--- src/rtl/fetch_pc_unit.sv ---
// PC register and instruction-fetch sequencer (BOOT -> FETCH -> READY) with req/ack imem handshake.
// Optional FETCH_PERF_CNT_EN adds fetch/stall performance counters.
module fetch_pc_unit #(
    parameter int unsigned ADDR_WIDTH = 32,
    parameter int unsigned INSN_WIDTH = 32,
    parameter logic [ADDR_WIDTH-1:0] RESET_PC = '0,
    parameter int unsigned ALIGN_BITS = 2
) (
    input  logic                  clk,
    input  logic                  rst,
    input  logic [ADDR_WIDTH-1:0] pcNext,
    input  logic                  commit,
    output logic [ADDR_WIDTH-1:0] pcOut,
    output logic                  imemReq,
    output logic [ADDR_WIDTH-1:0] imemAddr,
    input  logic                  imemAck,
    input  logic [INSN_WIDTH-1:0] imemData,
    output logic [INSN_WIDTH-1:0] insnOut,
    output logic                  insnValid,
    output logic                  misalign
`ifdef FETCH_PERF_CNT_EN
    ,
    output logic [31:0]           perfFetchCnt,
    output logic [31:0]           perfStallCnt
`endif
);

    typedef enum logic [1:0] {
        BOOT  = 2'd0,
        FETCH = 2'd1,
        READY = 2'd2
    } state_t;

    localparam logic [ADDR_WIDTH-1:0] ALIGN_MASK = {ADDR_WIDTH{1'b1}} << ALIGN_BITS;

    state_t                  state;
    logic [ADDR_WIDTH-1:0]   pcAligned;
    logic                    pcMisaligned;

    assign pcAligned    = pcNext & ALIGN_MASK;
    assign pcMisaligned = |(pcNext & ~ALIGN_MASK);
    assign imemAddr     = pcOut;

    always_ff @(posedge clk or posedge rst) begin
        if (rst) begin
            state     <= BOOT;
            pcOut     <= RESET_PC;
            insnOut   <= '0;
            insnValid <= 1'b0;
            imemReq   <= 1'b0;
            misalign  <= 1'b0;
        end else begin
            case (state)
                BOOT: begin
                    state   <= FETCH;
                    imemReq <= 1'b1;
                end
                FETCH: begin
                    if (imemAck) begin
                        insnOut   <= imemData;
                        insnValid <= 1'b1;
                        imemReq   <= 1'b0;
                        state     <= READY;
                    end
                end
                READY: begin
                    if (commit) begin
                        // Misaligned targets are truncated to the word boundary and still fetched.
                        pcOut     <= pcAligned;
                        insnValid <= 1'b0;
                        imemReq   <= 1'b1;
                        state     <= FETCH;
                        if (pcMisaligned)
                            misalign <= 1'b1;
                    end
                end
                default: begin
                    state   <= BOOT;
                    imemReq <= 1'b0;
                end
            endcase
        end
    end

`ifdef FETCH_PERF_CNT_EN
    always_ff @(posedge clk or posedge rst) begin
        if (rst) begin
            perfFetchCnt <= '0;
            perfStallCnt <= '0;
        end else if (state == FETCH) begin
            if (imemAck)
                perfFetchCnt <= perfFetchCnt + 32'd1;
            else
                perfStallCnt <= perfStallCnt + 32'd1;
        end
    end
`endif

endmodule

--- config.mk ---
export PLATFORM = sky130hd
export DESIGN_NAME = fetch_pc_unit
export DESIGN_NICKNAME = d
export VERILOG_FILES = /design/src/rtl/fetch_pc_unit.sv
export SDC_FILE = /design/constraint.sdc
export NUM_CORES = 1
export LEC_CHECK = 0
export BUFFER_PORTS_ARGS = -buffer_cell sky130_fd_sc_hd__buf_4
export CORE_MARGIN = 5
export CORE_UTILIZATION = 47
export CTS_CLUSTER_SIZE = 25
export DETAILED_ROUTE_END_ITERATION = 6
export PLACE_DENSITY = 0.91
export RECOVER_POWER = 25
export SYNTH_ARGS = -nofsm -noshare
export SYNTH_HDL_FRONTEND = slang
export SYNTH_SLANG_ARGS = --single-unit
--- constraint.sdc ---
create_clock -name clk -period 5.29 [get_ports clk]
set_input_delay 0.529 -clock clk [delete_from_list [all_inputs] [get_ports clk]]
set_output_delay 0.529 -clock clk [all_outputs]
set_load 0.03 [all_outputs]
==> Yosys cells after proc, flatten, opt, wreduce, memory -nomap -nowiden <==
Index checks and enable logic that the tools add are counted.
{ "op_classes": {"n_eq_ne": 4, "muxes": 9, "n_reduce_logical": 8} }
{ "ops": {"columns": ["cell", "n"], "rows": [
  ["$pmux 2 s3", 1],
  ["$reduce_and 2->1", 3],
  ["$reduce_and 3->1", 2],
  ["$mux 1", 4],
  ["$mux 2", 2],
  ["$ne 2x2->1 const B", 2],
  ["$pmux 1 s3", 1],
  ["$eq 2x1->1 const B", 1],
  ["$eq 2x2->1 const B", 1],
  ["$logic_not 2->1", 1],
  ["$pmux 1 s2", 1],
  ["$reduce_bool 2->1", 1],
  ["$reduce_or 2->1", 1]
]} }
{ "word_totals": {"regBits": 67, "inputBits": 68, "out_inout_bits": 99, "elab_cells": 27} }

==> Logic depth before layout (Yosys ltp) <==
Gate-level depths: netlist of the first run.
{ "logic_depth": {"ltp_word": 3, "ltp_mapped": 5, "depth_no_buf": 3} }

==> Worst setup path after synthesis of the first run <==
Ideal clock, no wire load.
{ "synth_path": {"kind": "flip-flop to flip-flop", "from": "register state[0]", "to": "register pcOut[10] (netlist: imemAddr[10])", "setup_ps": 125, "t_arrival_ps": 1347, "t_required_ps": 5165, "slack_ps": 3818, "path_stages_with_launch": 5, "path_buffers": 2, "period_less_slack_ps": 1472, "path_cell_list": "dfrtp_1 > or2_1 > buf_6 > buf_12 > mux2_4"} }
{ "synth_between": {"elab_chain_len": 2} }
{ "synth_lines": {"columns": ["element", "line", "source"], "rows": [
  ["start: declaration", "36", "state_t state;"],
  ["start signal: assignment", "46", "state <= BOOT;"],
  ["start signal: assignment", "55", "state <= FETCH;"],
  ["start signal: assignment", "63", "state <= READY;"],
  ["$eq 2x2->1", "53", "case (state)"],
  ["$reduce_and 2->1 (no line)", null, null],
  ["end signal: assignment", "69", "pcOut <= pcAligned;"],
  ["end: declaration", "13", "output logic [ADDR_WIDTH-1:0] pcOut,"]
]} }
Every way passes these cells.
A chain may end at the register's enable or synchronous reset.

==> Worst setup path after layout of the first run <==
{ "layout_path": {"from": "register state[1]", "to": "register pcOut[13] (netlist: imemAddr[13])"} }
Same word-level chain as after synthesis.

==> results of run 1 <==
==> metal layers <==
layer	GRT usage	up-vias
met5	0	-
met2	0.309	98
met1	0.183	943
met3	0.0624	6
li1	-	849
met4	0.0508	0
==> power by group through the flow <==
stage	Sequential, W	Combinational (W)	Clock, W
final	0.000946	0.00185	0.000457
after global routing	0.000984	0.00194	0.000494
after global placement	0.000934	0.00184	0
after CTS	0.000949	0.00188	0.000467
after floorplan	0.00143	0.000844	0
after detailed placement	0.000956	0.00188	0
==> registers in the layout, summed over array words and instances (netlist names) <==
register	cells
insnOut	32
imemAddr	30
state	2
insnValid	1
misalign	1
==> cell type report <==
| cell class | count | area [µm²] |
|---|---|---|
| clock buffer | 9 | 124 |
| clock inverter | 7 | 93.8 |
| fill | 440 | 1870 |
| inverter | 1 | 3.75 |
| multi-input combinational | 79 | 895 |
| sequential | 66 | 1650 |
| tap | 75 | 93.8 |
| timing repair buffer | 163 | 1220 |
==> worst max path at each step <==
stage | startpoint | to | cells after the start | slack [ns]
floorplan | rst | imemAddr[10] | 1 | 3.11
global placement | commit | imemAddr[13] | 4 | 3.27
detailed placement | commit | imemAddr[13] | 4 | 3.22
CTS | state[1] | imemAddr[13] | 3 | 3.47
global route | state[0] | imemAddr[13] | 2 | 3.40
finish | state[1] | imemAddr[13] | 3 | 3.48
==> Yosys cell counts <==
cell,count,area [µm²]
dfrtp_1,66,1650
conb_1,1,3.75
buf_12,3,60.1
and2b_2,1,8.76
and2_1,1,6.26
nand2_2,1,6.26
or2_1,1,6.26
buf_4,37,278
a21oi_1,1,5.00
nor2_1,3,11.3
inv_1,1,3.75
or2b_1,1,7.51
nand2_1,1,3.75
mux2_2,33,372
buf_6,1,11.3
o21bai_1,1,7.51
mux2_4,29,435
o21ai_0,2,10.0
==> per-stage QoR <==
| stage | setup slack, ns | instance area (µm²) | cells | total power, W | utilization |
|---|---|---|---|---|---|
| 6_report | 3.48 | 4090 | 400 | 0.00325 | 0.686 |
| 5_1_grt | 3.40 | 4090 | 400 | 0.00342 | 0.686 |
| 4_1_cts | 3.47 | 4090 | 400 | 0.00329 | 0.686 |
| 3_5_place_dp | 3.22 | 3870 | 384 | 0.00283 | 0.649 |
| 3_3_place_gp | 3.27 | 3870 | 384 | 0.00277 | 0.649 |
| 2_1_floorplan | 3.11 | 2900 | 187 | 0.00227 | - |
==> logic make-up after synthesis <==
group	count (synthesis)
DFF	66
muxes	62
and+or+nand+nor	9
other	1
buffers and inverters	42
AOI/OAI and AO/OA	4
==> critical path, stage by stage (launching register included) <==
cell and delay [ns]:
dfrtp_1 0.40, nand2_1 0.08, or2_2 0.79, mux2_2 0.41
==> placed cells by master, fill, tap and decap left out, types with 2 or more instances in the layout <==
master	instances
nor2_1	3
clkbuf_8	9
conb_1	4
mux2_2	33
clkinv_2	2
bufinv_16	2
buf_4	162
o21ai_0	2
clkinvlp_4	2
dfrtp_1	66
mux2_4	29
==> results.sh, run 1 <==
export IMPL_top_layer="met4"
export IMPL_maxCapViolCount=0
export IMPL_worstPathMaxFanout=31
export IMPL_hold_class="primary input to flop"
export IMPL_grt_pass1_wl_um=10200
export IMPL_power_frac_seq=0.291
export IMPL_ir_drop_mv=0.493
export IMPL_clock_sinks=66
export IMPL_synth_top_family_by_area="multiplexers"
export IMPL_required_ns=5.50
export IMPL_fin_nets=388
export IMPL_grt_remaining_overflow=0
export IMPL_vias_per_cell=4.74
export IMPL_clk_pin_slew_ns=0.08
export IMPL_synth_seq_area_share=0.572
export IMPL_cts_hold_buffers=0
export IMPL_chipHeight_um=88.4
export IMPL_grt_total_usage=0.169
export IMPL_worstHoldStart="pcNext[7]"
export IMPL_remaining_drc_errors=0
export IMPL_hold_violations=0
export IMPL_drtIter0Drc=21
export IMPL_synthMuxAreaShare=0.279
export IMPL_cts_path_max_buffers=2
export IMPL_post_cts_buffers=0
export IMPL_setup_viol=0
export IMPL_dp_hpwl_um=5160
export IMPL_rsz0062_at_grt="no"
export IMPL_wl_um=6600
export IMPL_netlist_area_um2=2890
export IMPL_cp_start_kind="flop"
export IMPL_p_sw_w=0.00143
export IMPL_io_pins=167
export IMPL_route_met3_wl_um=744
export IMPL_max_freq_mhz=554
export IMPL_layout_drive_gt1_share=0.751
export IMPL_syn_avg_cell_area_um2=15.7
export IMPL_tns_ns=0
export IMPL_wl_per_cell_um=16.5
export IMPL_r2r_start="state[1]"
export IMPL_finalCriticalPeriod_ns=1.81
export IMPL_cts_buffers=9
export IMPL_grt_pass1_vias=2053
export IMPL_r2r_end="imemAddr[13]"
export IMPL_combPwrFrac=0.569
export IMPL_grt_max_degree=67
export IMPL_fp_row_count=28
export IMPL_skew_ns=0.00744
export IMPL_synth_simple_area_share=0.0173
export IMPL_post_cts_resized=0
export IMPL_die_w_um=88.4
export IMPL_power_leakage_nw=2.13
export IMPL_hold_ws_ns=0.427
export IMPL_cts_tree="yes"
export IMPL_finalCritPeriodShare=0.341
export IMPL_place_port_buffers=162
export IMPL_holdPathStages=2
export IMPL_vias=1896
export IMPL_path_class="flop to flop"
export IMPL_maxSlewHeadroom=0.315
export IMPL_gp_congestion=0.704
export IMPL_p_int_w=0.00182
export IMPL_area_growth_pct=41.5
export IMPL_worstPathArrival_ns=2.02
export IMPL_syn_inst=184
export IMPL_synth_compound_area_frac=0.00780
export IMPL_antenna_found_initial=0
export IMPL_root_buffer="clkbuf_8"
export IMPL_dieArea_um2=7810
export IMPL_clock_latency_ns=0.33
export IMPL_cts_htree_levels=3
export IMPL_slew_violations=0
export IMPL_first_pass_iters=6
export IMPL_synth_fa_ha_area_frac=0
export IMPL_synth_cell_types=18
export IMPL_ant_nets=0
export IMPL_worst_pin_slew_ns=1.03
export IMPL_outcome="complete, no violations"
export IMPL_swShare=0.440
export IMPL_rrSetupSlack_ns=3.48
export IMPL_initial_core_util=0.485
export IMPL_m1WireLength_um=2220
export IMPL_p_per_area_nw_per_um2=796
export IMPL_ys_warnings_count=0
export IMPL_diodes=0
export IMPL_synth_xor_area_frac=0
export IMPL_clkPwrFrac=0.140
export IMPL_core_area_um2=5960
export IMPL_r2r_cells=3
export IMPL_worstHoldEndpoint="imemAddr[7]"
export IMPL_ys_seq_elements=66
export IMPL_cp_end_kind="flop"
export IMPL_wl_met2_um=3570
Note: power is estimated with default switching activity, not from simulation.
==> run 2: changes to the inputs <==
--- a/config.mk
+++ b/config.mk
@@ -7,10 +7,10 @@
 export LEC_CHECK = 0
 export BUFFER_PORTS_ARGS = -buffer_cell sky130_fd_sc_hd__buf_4
 export CORE_MARGIN = 5
-export CORE_UTILIZATION = 47
+export CORE_UTILIZATION = 44
 export CTS_CLUSTER_SIZE = 25
 export DETAILED_ROUTE_END_ITERATION = 6
-export PLACE_DENSITY = 0.91
+export PLACE_DENSITY = 0.86
 export RECOVER_POWER = 25
 export SYNTH_ARGS = -nofsm -noshare
 export SYNTH_HDL_FRONTEND = slang
==> constraint.sdc (replaced) <==
create_clock -name clk -period 1.8 [get_ports clk]
set_input_delay 0.18 -clock clk [delete_from_list [all_inputs] [get_ports clk]]
set_output_delay 0.18 -clock clk [all_outputs]
set_load 0.03 [all_outputs]
==> run 2 against run 1 <==
Against the previous run: setup slack lost 3.1 ns; wire length fell by 0.79%; non-clock buffer count is 3 higher; power rose to 2.9 times the previous value; combinational power increased to 3.0 times the previous value; via count down 2.0%; cell count is 1.3% higher; sequential share of layout area shrank 0.28 points; cell area up 0.70%.
==> results.sh, run 2 (synthesized netlist as in run 1, its figures left out) <==
export IMPL_skew_ns=0.0101
export IMPL_gp_congestion=0.665
export IMPL_grt_pass1_wl_um=10800
export IMPL_cts_buffers=9
export IMPL_wl_per_cell_um=16.2
export IMPL_fillers=464
export IMPL_clk_pin_slew_ns=0.08
export IMPL_hold_class="primary input to flop"
export IMPL_initial_core_util=0.455
export IMPL_power_leakage_nw=2.14
export IMPL_place_port_buffers=162
export IMPL_drtIter0Drc=27
export IMPL_maxCapViolCount=0
export IMPL_finalCritPeriodShare=0.784
export IMPL_final_common_cell="buf_4"
export IMPL_cts_hold_buffers=1
export IMPL_ir_drop_mv=1.39
export IMPL_crit_end="imemAddr[28]"
export IMPL_grt_pass1_vias=2072
export IMPL_rrSetupSlack_ns=0.39
export IMPL_critPathLaunch="state[0]"
export IMPL_final_cells=405
export IMPL_grt_total_usage=0.160
export IMPL_max_freq_mhz=709
export IMPL_tns_ns=0
export IMPL_ant_nets=0
export IMPL_p_per_area_nw_per_um2=2300
export IMPL_top_register="insnOut"
export IMPL_chipHeight_um=91.0
export IMPL_dieArea_um2=8280
export IMPL_area_growth_pct=42.5
export IMPL_grt_max_degree=67
export IMPL_clock_latency_ns=0.33
export IMPL_top_usage_layer="met2"
export IMPL_remaining_drc_errors=0
export IMPL_hold_violations=0
export IMPL_maxSlewHeadroom=0.417
export IMPL_setup_viol=0
export IMPL_path_class="flop to flop"
export IMPL_worst_pin_slew_ns=0.875
export IMPL_fp_row_count=29
export IMPL_dp_cells=388
export IMPL_layout_drive_gt1_share=0.750
export IMPL_root_buffer="clkbuf_8"
export IMPL_grt_use_met3=0.0645
export IMPL_cp_end_kind="flop"
export IMPL_core_area_um2=6350
export IMPL_vias=1858
export IMPL_die_w_um=91.0
export IMPL_cp_start_kind="flop"
export IMPL_diodes=0
export IMPL_antenna_found_initial=0
export IMPL_grtUsageMet1=0.184
export IMPL_wl_um=6540
export IMPL_r2r_end="imemAddr[28]"
export IMPL_power_w=0.00945
export IMPL_slew_violations=0
export IMPL_cts_htree_levels=3
export IMPL_fin_nets=391
export IMPL_finalCriticalPeriod_ns=1.41
export IMPL_outcome="complete, no violations"
export IMPL_largest_register_ffs=32
export IMPL_post_cts_buffers=0
export IMPL_clock_sinks=66
export IMPL_worstPathArrival_ns=1.62
export IMPL_post_cts_resized=0
export IMPL_cts_tree="yes"
export IMPL_r2r_cells=3
export IMPL_grt_remaining_overflow=0
export IMPL_design_area_um2=4110
export IMPL_worstPathMaxFanout=31
export IMPL_use_met2=0.269
export IMPL_io_pins=167
export IMPL_vias_per_cell=4.59
export IMPL_r2r_start="state[0]"
export IMPL_required_ns=2.01
export IMPL_cts_path_max_buffers=2
export IMPL_first_pass_iters=4
export IMPL_layout_common_cells="buf_4 (161), dfrtp_1 (66), mux2_2 (33)"
export IMPL_dp_hpwl_um=5000
export IMPL_rsz0062_at_grt="no"
export IMPL_dpl_cell_area_um2=3930
-- run 2: cell type report --
cell class	instances	area, µm²	area share
Tap cell	77	96.3	0.0234
Clock buffer	9	124	0.0301
Sequential cell	66	1650	0.401
Inverter	1	7.51	0.00182
Timing Repair Buffer	166	1270	0.309
Clock inverter	7	70.1	0.0170
Multi-Input combinational cell	79	895	0.217
-- run 2: worst max-delay path, stage by stage (launching register included) --
cell and delay (ns):
dfrtp_1 0.43, or2_2 0.34, buf_12 0.20, mux2_4 0.32
-- run 2: stage by stage --
stage	util	hold WS, ns	setup WS, ns
global route	0.648	0.0495	0.315
floorplan	-	0.324	0.328
CTS	0.650	0.0560	0.376
finish	0.648	0.0771	0.389
detailed placement	0.618	0.306	0.391
global placement	0.618	0.299	0.430
-- run 2: routing by layer --
metal  vias to the layer above  share of wire
met5                         -              0
met4                         0          0.014
met3                         9           0.10
met2                        97           0.51
met1                       892           0.37
li1                        860              -
-- run 2: how the worst min path moves through the flow --
stage | startpoint | end | cells past startpoint
6_report | imemData[14] | insnOut[14] | 2
2_1_floorplan | rst | imemAddr[10] | 1
3_3_place_gp | rst | imemAddr[13] | 3
3_5_place_dp | rst | imemAddr[25] | 3
5_1_grt | imemData[14] | insnOut[14] | 2
4_1_cts | pcNext[20] | imemAddr[20] | 2
-- run 2: power by group --
part	switching (W)	internal, W	total (W)
Sequential	0.000514	0.00224	0.00276
Combinational	0.00312	0.00237	0.00549
Clock	0.000563	0.000637	0.00120
Total	0.00420	0.00524	0.00945
==> run 3: changes to the inputs <==
==> constraint.sdc (replaced) <==
create_clock -name clk -period 1.42 [get_ports clk]
set_input_delay 0.142 -clock clk [delete_from_list [all_inputs] [get_ports clk]]
set_output_delay 0.142 -clock clk [all_outputs]
set_load 0.03 [all_outputs]
==> run 3 against run 2 <==
Against the previous run: cell area is 2.0% higher; largest power group unchanged; sequential power up 26%; non-clock buffer count increased by 6; setup slack worse by 0.35 ns; combinational power rose by 29%; global-route usage fell by 0.084 points; utilization is 1.3 points higher.
==> results.sh, run 3 (synthesized netlist as in run 1, its figures left out) <==
export IMPL_diodes=0
export IMPL_power_frac_seq=0.287
export IMPL_cts_tree="yes"
export IMPL_fin_util=0.661
export IMPL_dp_cells=390
export IMPL_area_growth_pct=45.3
export IMPL_fillers=484
export IMPL_detailedPlace_worstSlack_ns=0.0469
export IMPL_ir_drop_mv=1.70
export IMPL_root_buffer="clkbuf_8"
export IMPL_cp_start_kind="flop"
export IMPL_cts_htree_levels=3
export IMPL_clk_pin_slew_ns=0.07
export IMPL_path_class="flop to flop"
export IMPL_cts_path_max_buffers=2
export IMPL_setup_viol=0
export IMPL_path_cells="and2b_2 > nand2_2 > clkbuf_16 > mux2_2"
export IMPL_required_ns=1.63
export IMPL_drtIter0Drc=15
export IMPL_clkPwrFrac=0.129
export IMPL_worstPathMaxFanout=16
export IMPL_slew_violations=0
export IMPL_cp_end_kind="flop"
export IMPL_path_buf_inv=1
export IMPL_gp_congestion=0.665
export IMPL_die_w_um=91.0
export IMPL_layout_common_cells="buf_4 (162), dfrtp_1 (65), mux2_2 (33)"
export IMPL_crit_family="simple AND/OR/NAND/NOR gates"
export IMPL_finalCriticalPeriod_ns=1.38
export IMPL_worstPathArrival_ns=1.59
export IMPL_swShare=0.437
export IMPL_fp_row_count=29
export IMPL_tns_ns=0
export IMPL_outcome="complete, no violations"
export IMPL_core_area_um2=6350
export IMPL_clock_latency_ns=0.32
export IMPL_ant_nets=0
export IMPL_finalWorstSetupSlack_ns=0.0423
export IMPL_maxSlewHeadroom=0.450
export IMPL_cts_buffers=9
export IMPL_p_sw_w=0.00531
export IMPL_dp_hpwl_um=5030
export IMPL_p_int_w=0.00685
export IMPL_skew_ns=0.00767
export IMPL_final_cells=411
export IMPL_hold_class="primary input to flop"
export IMPL_layout_drive_gt1_share=0.746
export IMPL_first_pass_iters=4
export IMPL_maxCapViolCount=0
export IMPL_finalCritPeriodShare=0.970
export IMPL_power_leakage_nw=2.19
export IMPL_vias_per_cell=4.70
export IMPL_largest_register_ffs=32
export IMPL_hold_violations=0
export IMPL_grt_pass1_wl_um=10700
export IMPL_slowest_delay_ns=0.36
export IMPL_worst_pin_slew_ns=0.825
export IMPL_antenna_found_initial=0
export IMPL_wl_um=6880
export IMPL_hold_ws_ns=0.0411
export IMPL_max_freq_mhz=726
export IMPL_dieArea_um2=8280
export IMPL_initial_core_util=0.455
export IMPL_wl_per_cell_um=16.7
export IMPL_grt_pass1_vias=2113
export IMPL_grt_remaining_overflow=0
export IMPL_grt_total_usage=0.159
export IMPL_clock_sinks=66
export IMPL_vias=1930
export IMPL_final_common_cell="buf_4"
export IMPL_io_pins=167
export IMPL_cp_slowest_cell="dfrtp_1"
export IMPL_place_port_buffers=162
export IMPL_top_register="insnOut"
export IMPL_combPwrFrac=0.584
export IMPL_grt_max_degree=35
export IMPL_fin_nets=397
export IMPL_p_per_area_nw_per_um2=2900
export IMPL_remaining_drc_errors=0
export IMPL_chipHeight_um=91.0
-- run 3: routing by layer --
metal | track usage | share of wire | up-vias
li1 | - | - | 872
met1 | 0.180 | 0.36 | 952
met2 | 0.267 | 0.53 | 97
met3 | 0.0653 | 0.098 | 9
met4 | 0.0599 | 0.013 | 0
met5 | 0 | 0 | -
-- run 3: final timing paths --
check | start | end | slack [ns] | cells after the start
max | state[1] | insnOut[0] | 0.04 | 4
min | pcNext[30] | imemAddr[30] | 0.04 | 2
max reg2reg | state[1] | insnOut[0] | 0.04 | 4
min reg2reg | misalign | misalign | 0.48 | 1
max in group asynchronous | rst | state[0] | 0.19 | 4
min in group asynchronous | rst | imemAddr[28] | 0.64 | 4
-- run 3: metrics by stage --
| step | power, W | cell area [µm²] |
|---|---|---|
| 3_3_place_gp | 0.0104 | 3930 |
| 3_5_place_dp | 0.0106 | 3930 |
| 4_1_cts | 0.0122 | 4140 |
| 2_1_floorplan | 0.00846 | 2900 |
| 5_1_grt | 0.0127 | 4200 |
| 6_report | 0.0122 | 4200 |
-- run 3: final cells by class --
cell class              count  area, µm²  area share
clock buffers              14        163      0.0388
clock inverters             2       35.0     0.00835
inverters                   1       7.51     0.00179
multi-input cells          79        897       0.214
flip-flops and latches     66       1650       0.394
well taps                  77       96.3      0.0230
repair buffers            172       1350       0.321
-- run 3: worst register-to-register path, stage by stage, from the launching register on --
cell	delay (ns)
dfrtp_1	0.36
and2b_2	0.24
nand2_2	0.13
clkbuf_16	0.20
mux2_2	0.34
-- run 3: power by group through the flow --
stage	Sequential (W)	Combinational [W]	Clock, W
finish	0.00349	0.00709	0.00157
global route	0.00365	0.00740	0.00169
CTS	0.00350	0.00707	0.00161
detailed placement	0.00351	0.00706	0
global placement	0.00346	0.00695	0
floorplan	0.00532	0.00314	0
-- run 3: repair_timing --
action,4_1_cts,5_1_grt
hold endpoints to repair,66,0
endpoints found under the setup margin,0,62
buffers inserted,0,1
hold buffers,1,0
resized for setup,0,1
